### src/rtl/sync_carrier_gen.sv
// sync_carrier_gen: multi-channel sawtooth/triangle carrier generator with phase offsets and sync pulses
// Ports: CLK/RST (async active-high); iEN count enable; iMODE 0=saw 1=tri; iPERIOD/iPHASE/iLOAD shadow load;
//        oCNT/oDIR/oSYNC per channel; oWRAP reference wrap pulse; oPENDING load waiting for a wrap.
// Optional: define EXT_SYNC_EN to add iEXT_SYNC, a synchronous restart of all counters.
module sync_carrier_gen #(
  parameter int WIDTH = 16,
  parameter int CHANNELS = 2,
  parameter int DEFAULT_PERIOD = 4000
)(
  input  logic                      CLK,
  input  logic                      RST,
  input  logic                      iEN,
  input  logic                      iMODE,
  input  logic [WIDTH-1:0]          iPERIOD,
  input  logic [CHANNELS*WIDTH-1:0] iPHASE,
  input  logic                      iLOAD,
`ifdef EXT_SYNC_EN
  input  logic                      iEXT_SYNC,
`endif
  output logic [CHANNELS*WIDTH-1:0] oCNT,
  output logic [CHANNELS-1:0]       oDIR,
  output logic [CHANNELS-1:0]       oSYNC,
  output logic                      oWRAP,
  output logic                      oPENDING
);
  typedef logic [WIDTH-1:0] w_t;
  typedef logic [WIDTH:0] dc_t;
  localparam w_t DEF_PE = w_t'(DEFAULT_PERIOD < 2 ? 2 : DEFAULT_PERIOD);
  // {dir,cnt} at a restart; triangle offsets past the peak land on the down-slope
  function automatic dc_t start_pos(w_t ph, w_t pe, logic tri_m);
    dc_t twice, lim, p;
    twice = {pe, 1'b0};
    lim = tri_m ? twice - dc_t'(1) : {1'b0, pe};
    p = {1'b0, ph} > lim ? lim : {1'b0, ph};
    return p > {1'b0, pe} ? {1'b0, w_t'(twice - p)} : {1'b1, p[WIDTH-1:0]};
  endfunction
  function automatic dc_t step(w_t c, logic d, w_t pe, logic tri_m);
    return !tri_m ? {1'b1, c == pe ? w_t'(0) : w_t'(c + 1'b1)}
         : d ? (c == pe ? {1'b0, w_t'(pe - 1'b1)} : {1'b1, w_t'(c + 1'b1)})
         : (c == w_t'(1) ? {1'b1, w_t'(0)} : {1'b0, w_t'(c - 1'b1)});
  endfunction
  function automatic logic is_sync(w_t c, w_t pe, logic tri_m);
    return tri_m ? c == w_t'(0) : c == pe;
  endfunction
  w_t per_q, pend_per, ref_cnt, a_pe, ld_per;
  w_t ph_q[CHANNELS], cnt_q[CHANNELS], a_ph[CHANNELS];
  dc_t ch_n[CHANNELS], ref_n;
  logic mode_q, pend_mode, pend_q, ref_dir, wrap_q, ext, apply, take, a_mode;
  logic [CHANNELS-1:0] dir_q, sync_q;
  logic [CHANNELS*WIDTH-1:0] pend_ph, ld_ph;
`ifdef EXT_SYNC_EN
  assign ext = iEXT_SYNC;
`else
  assign ext = 1'b0;
`endif
  // a load arriving in the wrap cycle bypasses the shadow registers
  always_comb begin
    apply = ext | (wrap_q & (pend_q | iLOAD));
    take = apply & (pend_q | iLOAD);
    ld_per = iLOAD ? iPERIOD : pend_per;
    ld_ph = iLOAD ? iPHASE : pend_ph;
    a_mode = take ? (iLOAD ? iMODE : pend_mode) : mode_q;
    a_pe = take ? (ld_per < w_t'(2) ? w_t'(2) : ld_per) : per_q;
    ref_n = apply ? {1'b1, w_t'(0)} : iEN ? step(ref_cnt, ref_dir, per_q, mode_q) : {ref_dir, ref_cnt};
    for (int i = 0; i < CHANNELS; i++) begin
      a_ph[i] = take ? ld_ph[i*WIDTH +: WIDTH] : ph_q[i];
      ch_n[i] = apply ? start_pos(a_ph[i], a_pe, a_mode)
              : iEN ? step(cnt_q[i], dir_q[i], per_q, mode_q) : {dir_q[i], cnt_q[i]};
    end
  end
  always_ff @(posedge CLK or posedge RST) begin
    if (RST) begin
      per_q <= DEF_PE;
      mode_q <= 1'b0;
      pend_q <= 1'b0;
      pend_per <= '0;
      pend_mode <= 1'b0;
      pend_ph <= '0;
      ref_cnt <= '0;
      ref_dir <= 1'b1;
      wrap_q <= 1'b0;
      dir_q <= '1;
      sync_q <= '0;
      for (int i = 0; i < CHANNELS; i++) begin
        ph_q[i] <= w_t'(i * DEFAULT_PERIOD / CHANNELS);
        cnt_q[i] <= w_t'(i * DEFAULT_PERIOD / CHANNELS);
      end
    end else begin
      per_q <= a_pe;
      mode_q <= a_mode;
      pend_q <= !apply & (pend_q | iLOAD);
      if (iLOAD) begin
        pend_per <= iPERIOD;
        pend_mode <= iMODE;
        pend_ph <= iPHASE;
      end
      {ref_dir, ref_cnt} <= ref_n;
      wrap_q <= !ext & iEN & is_sync(ref_n[WIDTH-1:0], a_pe, a_mode);
      for (int i = 0; i < CHANNELS; i++) begin
        ph_q[i] <= a_ph[i];
        cnt_q[i] <= ch_n[i][WIDTH-1:0];
        dir_q[i] <= ch_n[i][WIDTH];
        sync_q[i] <= !ext & iEN & is_sync(ch_n[i][WIDTH-1:0], a_pe, a_mode);
      end
    end
  end
  for (genvar g = 0; g < CHANNELS; g++) begin : g_out
    assign oCNT[g*WIDTH +: WIDTH] = cnt_q[g];
  end
  assign oDIR = dir_q;
  assign oSYNC = sync_q;
  assign oWRAP = wrap_q;
  assign oPENDING = pend_q;
endmodule
### config.mk
export PLATFORM = sky130hd
export DESIGN_NAME = sync_carrier_gen
export DESIGN_NICKNAME = d
export VERILOG_FILES = /design/src/rtl/sync_carrier_gen.sv
export SDC_FILE = /design/constraint.sdc
export NUM_CORES = 1
export LEC_CHECK = 0
export CAP_MARGIN = 0
export CORE_UTILIZATION = 45
export DETAILED_ROUTE_END_ITERATION = 8
export PLACE_DENSITY = 0.7
export RECOVER_POWER = 25
export SLEW_MARGIN = 20
export SYNTH_ARGS = -nofsm -noshare
export SYNTH_HDL_FRONTEND = slang
export SYNTH_SLANG_ARGS = --single-unit
### constraint.sdc
create_clock -name CLK -period 9.6 [get_ports CLK]
set_clock_uncertainty 0.1 [all_clocks]
set_input_delay 0.96 -clock CLK [delete_from_list [all_inputs] [get_ports CLK]]
set_output_delay 0.96 -clock CLK [all_outputs]
set_load 0.05 [all_outputs]
# --- Yosys cells after proc, flatten, opt, wreduce, memory -nomap -nowiden ---
# Cells that the tools add are included.
op_classes:
  addsub: 10
  magnitude_cmp: 5
  n_eq_ne: 9
  muxes: 37
  bitwise: 7
  n_reduce_logical: 5
ops:
  columns: ["operator", "count"]
  rows:
  - ["2-to-1 mux 17 bit", 23]
  - ["2-to-1 mux 16 bit", 8]
  - ["equality test 16 bit", 6]
  - ["subtractor 16 x 1 -> 16 bit, second input constant", 4]
  - ["adder 16 x 1 -> 16 bit, second input constant", 3]
  - ["equality test 16 x 1 -> 1 bit, second input constant", 3]
  - ["zero test 16 bit", 3]
  - ["greater-than comparator 16 x 17 -> 1 bit", 2]
  - ["greater-than comparator 17 x 16 -> 1 bit", 2]
  - ["2-to-1 mux 32 bit", 1]
  - ["subtractor 16 bit", 2]
  - ["subtractor 17 x 1 -> 17 bit, second input constant", 1]
  - ["less-than comparator 16 x 2 -> 1 bit, second input constant", 1]
  - ["AND 1 bit", 6]
  - ["2-to-1 mux 1 bit", 5]
  - ["nonzero test 2 bit", 1]
  - ["zero test 1 bit", 1]
  - ["bitwise OR 1 bit", 1]
totals:
  reg_bits: 153
  in_bits: 53
  out_inout_bits: 38
  elab_cells: 88

# --- Longest topological paths before layout ---
depth:
  depth_word: 14
  mapped_depth: 47
  mapped_depth_nobuf: 42

# --- Least setup slack after synthesis ---
# OpenSTA, ideal clock, no wires.
synth_timing:
  path_kind: "input-to-reg"
  from: "input port iLOAD"
  to: "register sync_q[1] (netlist: oSYNC[1])"
  setup_time_ps: 110
  t_arrival_ps: 9734
  t_required_ps: 9390
  slack_ps: -344
  stages: 41
  path_buffers: 14
  cell_sequence: "buf_6 buf_6 o21ai_1 clkbuf_1 clkbuf_1 clkbuf_1 buf_1 clkbuf_1 clkbuf_1 clkbuf_1 clkbuf_1 o21ai_0 ha_1 a21o_1 a2111oi_0 o21bai_1 maj3_1 or2_2 [5 not listed] ha_1 nor2b_1 o21a_1 o21a_1 o21a_1 o21bai_1 a31oi_1 o211ai_1 a21o_1 clkbuf_1 clkbuf_1 nand2_1 nand3b_1 o21ai_0 a221oi_1 nand4_1 or4_1 o41ai_1"
synth_rtl:
  columns: ["item", "line_no", "rtl"]
  rows:
  - ["from (decl)", "16", "input logic iLOAD,"]
  - ["to (signal, indexed assignment)", "103", "sync_q[i] <= !ext & iEN & is_sync(ch_n[i][WIDTH-1:0], a_pe, a_mode);"]
  - ["to (decl)", "49", "logic [CHANNELS-1:0] dir_q, sync_q;"]

==> results.ini <==
[outcome]
status=finished, violations left
violations=max-capacitance violations, max-slew violations

[final_layout]
areaGrowthSynthToFinish_pct=17.4
finalNetCount=2199
fill_cells=3223
drive_gt1_share_pct=13.0
diodes=0
fin_util_pct=54.1

[setup_path]
critPathKind=input pin to flip-flop
crit_required_ns=9.87
worst_setup_path_start_kind=input pin
end_kind=flip-flop
cpPeakStageDelay_ns=0.57
worst-path-max-fanout=6
cp.arrival_ns=9.40
cpMostUsedCell=buf_4
cp_slowest_cell=dlygate4sd3_1

[global_route]
grt_max_degree=80
track_usage_pct=36.0
gr-total-overflow=0
grt_pass1_vias=14700
antenna_found_initial=1
grt_pass1_wl_um=92000

[pwr]
internal-power_w=0.00176
p_sw_w=0.00133
p_sw_share_pct=43.1
clkPwrFrac_pct=24.0
power_leakage_nw=7.70
power.density_nw_per_um2=174
max-vdd-ir-drop_uv=130
combinationalPowerShare_pct=46.6
p_seq_share_pct=29.5

[sta]
period_share_pct=95.2
slew_headroom_pct=-140
maxSlewViolCount=80
finalSetupViolCount=0
whs_ns=0.376
worst_pin_slew_ns=3.59
hold_viol=0
layout_setup_ws_ns=0.463
max_freq_mhz=109
period_needed_ns=9.14

[route]
wl_met2_um=27000
drt_iter0_markers=1820
highest_layer=met4
ant_nets=0
drc=0
wl_met3_um=4870
vias=15700
drt_wl_total_um=60800
vias_per_cell=6.29
drt-met1-wl_um=25700
dr.pass1.iters=5
wl_per_cell_um=24.3

[floorplan]
core_um2=32900
start_util_pct=46.1
die_w_um=186
die_area_um2=34400
io_pins=91
die_h_um=186
std_cell_rows=66

[synthesis]
syn_area_per_cell_um2=7.85
synthesis.nets=2084
async_flop_share_pct=100
synthFlopType=dfrtp_1
synth_warnings=0
synth_commonest_cells=nor2_1, inv_1, xnor2_1
yosysTopAreaCellShare_pct=21.8
syn_inst=1930
synth-seq-cells=153
synth_area_leader_cell=dfrtp_1
synth_edf_count=0
synth.cell_area_um2=15200
ys_types=95
yosysSeqAreaShare_pct=25.4
yosysMostFrequentCell=nor2_1
synth_area_leaders=dfrtp_1, ha_1, xnor2_1

[run]
drv_cap=1

[place]
port_buffers=90
place.gp.congestion=1.02
hpwlAfterDp_um=46600
place_ws_ns=-0.142

[clock_network]
clock_latency_ns=0.46
htreeDepth=4
cts_buffers=17
cts_hold_buf=0
clkSinkCount=153
cts_max_path_buffers=2
cts_tree=yes
clkTransAtPathRegs_ns=0.07
root_buffer=clkbuf_16

[hold_path]
hp-class=flip-flop to flip-flop

## routing by layer
| metal | GRT usage [%] | vias up |
|---|---|---|
| met5 | 0 | - |
| met4 | 17.4 | 0 |
| met3 | 5.15 | 191 |
| met2 | 55.9 | 830 |
| met1 | 48.9 | 7510 |
| li1 | - | 7186 |
## cells in the final DEF (no fill, tap or decap), types with 9 or more instances in the layout
cell type / synthesis / layout
nand3_1: 55 / 55
mux2_2: 27 / 25
o21a_1: 16 / 16
buf_4: 3 / 140
a21o_1: 29 / 29
o31ai_1: 16 / 15
or2_2: 12 / 12
nand2b_1: 17 / 17
a21oi_1: 127 / 124
nor2b_1: 15 / 14
or3_1: 13 / 13
a221oi_1: 14 / 14
a31oi_1: 21 / 21
and3_1: 32 / 32
nand4_1: 34 / 34
o22a_1: 10 / 10
mux2i_1: 53 / 51
a22oi_1: 14 / 14
ha_1: 99 / 99
dfstp_2: 21 / 21
clkdlybuf4s50_1: 0 / 86
xnor2_1: 136 / 136
o22ai_1: 42 / 41
nor4_1: 38 / 36
inv_1: 138 / 137
nor3b_1: 15 / 15
o211ai_1: 13 / 13
dfrtp_1: 132 / 132
nor2_1: 140 / 139
nand2_1: 130 / 130
xor2_1: 37 / 37
or4_1: 17 / 17
o21ai_0: 134 / 130
nor3_1: 56 / 55
clkbuf_16: 0 / 17
a211oi_1: 9 / 9
and2_1: 10 / 10
## registers in the layout (all words and copies together) (netlist names)
| name | flops |
|---|---|
| per_q | 16 |
| oDIR | 2 |
| pend_ph | 32 |
| ref_dir | 1 |
| ref_cnt | 16 |
| pend_per | 16 |
| pend_mode | 1 |
| mode_q | 1 |
| oSYNC | 2 |
| ph_q | 32 |
| oCNT | 32 |
| oPENDING | 1 |
| oWRAP | 1 |
## path summary, 6_finish.rpt
| check | start | end | slack [ns] | cells past startpoint |
|---|---|---|---|---|
| setup / recovery | iPERIOD[6] | oSYNC[0] | 0.46 | 37 |
| hold / removal | pend_ph[9] | pend_ph[9] | 0.38 | 2 |
| setup reg to reg | oWRAP | oSYNC[0] | 0.55 | 38 |
| hold reg to reg | pend_ph[9] | pend_ph[9] | 0.38 | 2 |
| max in group asynchronous | RST | oSYNC[1] | 5.34 | 3 |
| min in group asynchronous | RST | pend_ph[15] | 1.89 | 2 |
## timing repair
action / in CTS / in global routing
endpoints found under the setup margin: 0 / 2
buffers inserted: 0 / 4
resized for setup: 0 / 20
## per-stage QoR
step	TNS (ns)	total power, W	cell area [um^2]	cells
finish	0	0.00310	17800	2500
global route	-0.0104	0.00324	17800	2500
CTS	0	0.00305	17700	2496
detailed placement	-0.234	0.00231	17100	2464
global placement	-0.102	0.00230	17100	2464
floorplan	0	0.00182	15200	1930
## worst max-delay path: cells and delay by family
kind                       cells  cell delay, ns
and+or+nand+nor               15            3.28
AOI/OAI and AO/OA             12            2.49
buffers and inverters          5            1.32
adders and majority gates      2            0.68
muxes                          1            0.38
xor gates and xnor gates       2            0.28
## logic make-up after synthesis
kind of cell	Yosys count	synth area share, %
mux	80	5.51
xor+xnor	174	10.1
compound gates	534	22.9
flops	153	25.4
simple gates	602	20.0
fa+ha+maj	103	8.58
buf+inv	284	7.42
## final cells by class
cell class	instances	area [um^2]	share of cell area, %
clock buffer	21	450	2.53
inverter	150	566	3.18
tap	442	553	3.11
sequential	153	3850	21.7
multi-input combinational	1493	10300	57.7
timing repair buffer	230	1940	10.9
clock inverter	11	171	0.963
## power by group through the flow
| stage | Combinational (W) | Sequential, W | Clock [W] |
|---|---|---|---|
| after floorplan | 0.000905 | 0.000920 | 0 |
| after CTS | 0.00140 | 0.000905 | 0.000746 |
| after global routing | 0.00155 | 0.000927 | 0.000768 |
| after detailed placement | 0.00139 | 0.000916 | 0 |
| final | 0.00144 | 0.000913 | 0.000742 |
| after global placement | 0.00138 | 0.000917 | 0 |
Note: power is estimated with default switching activity, not from simulation.
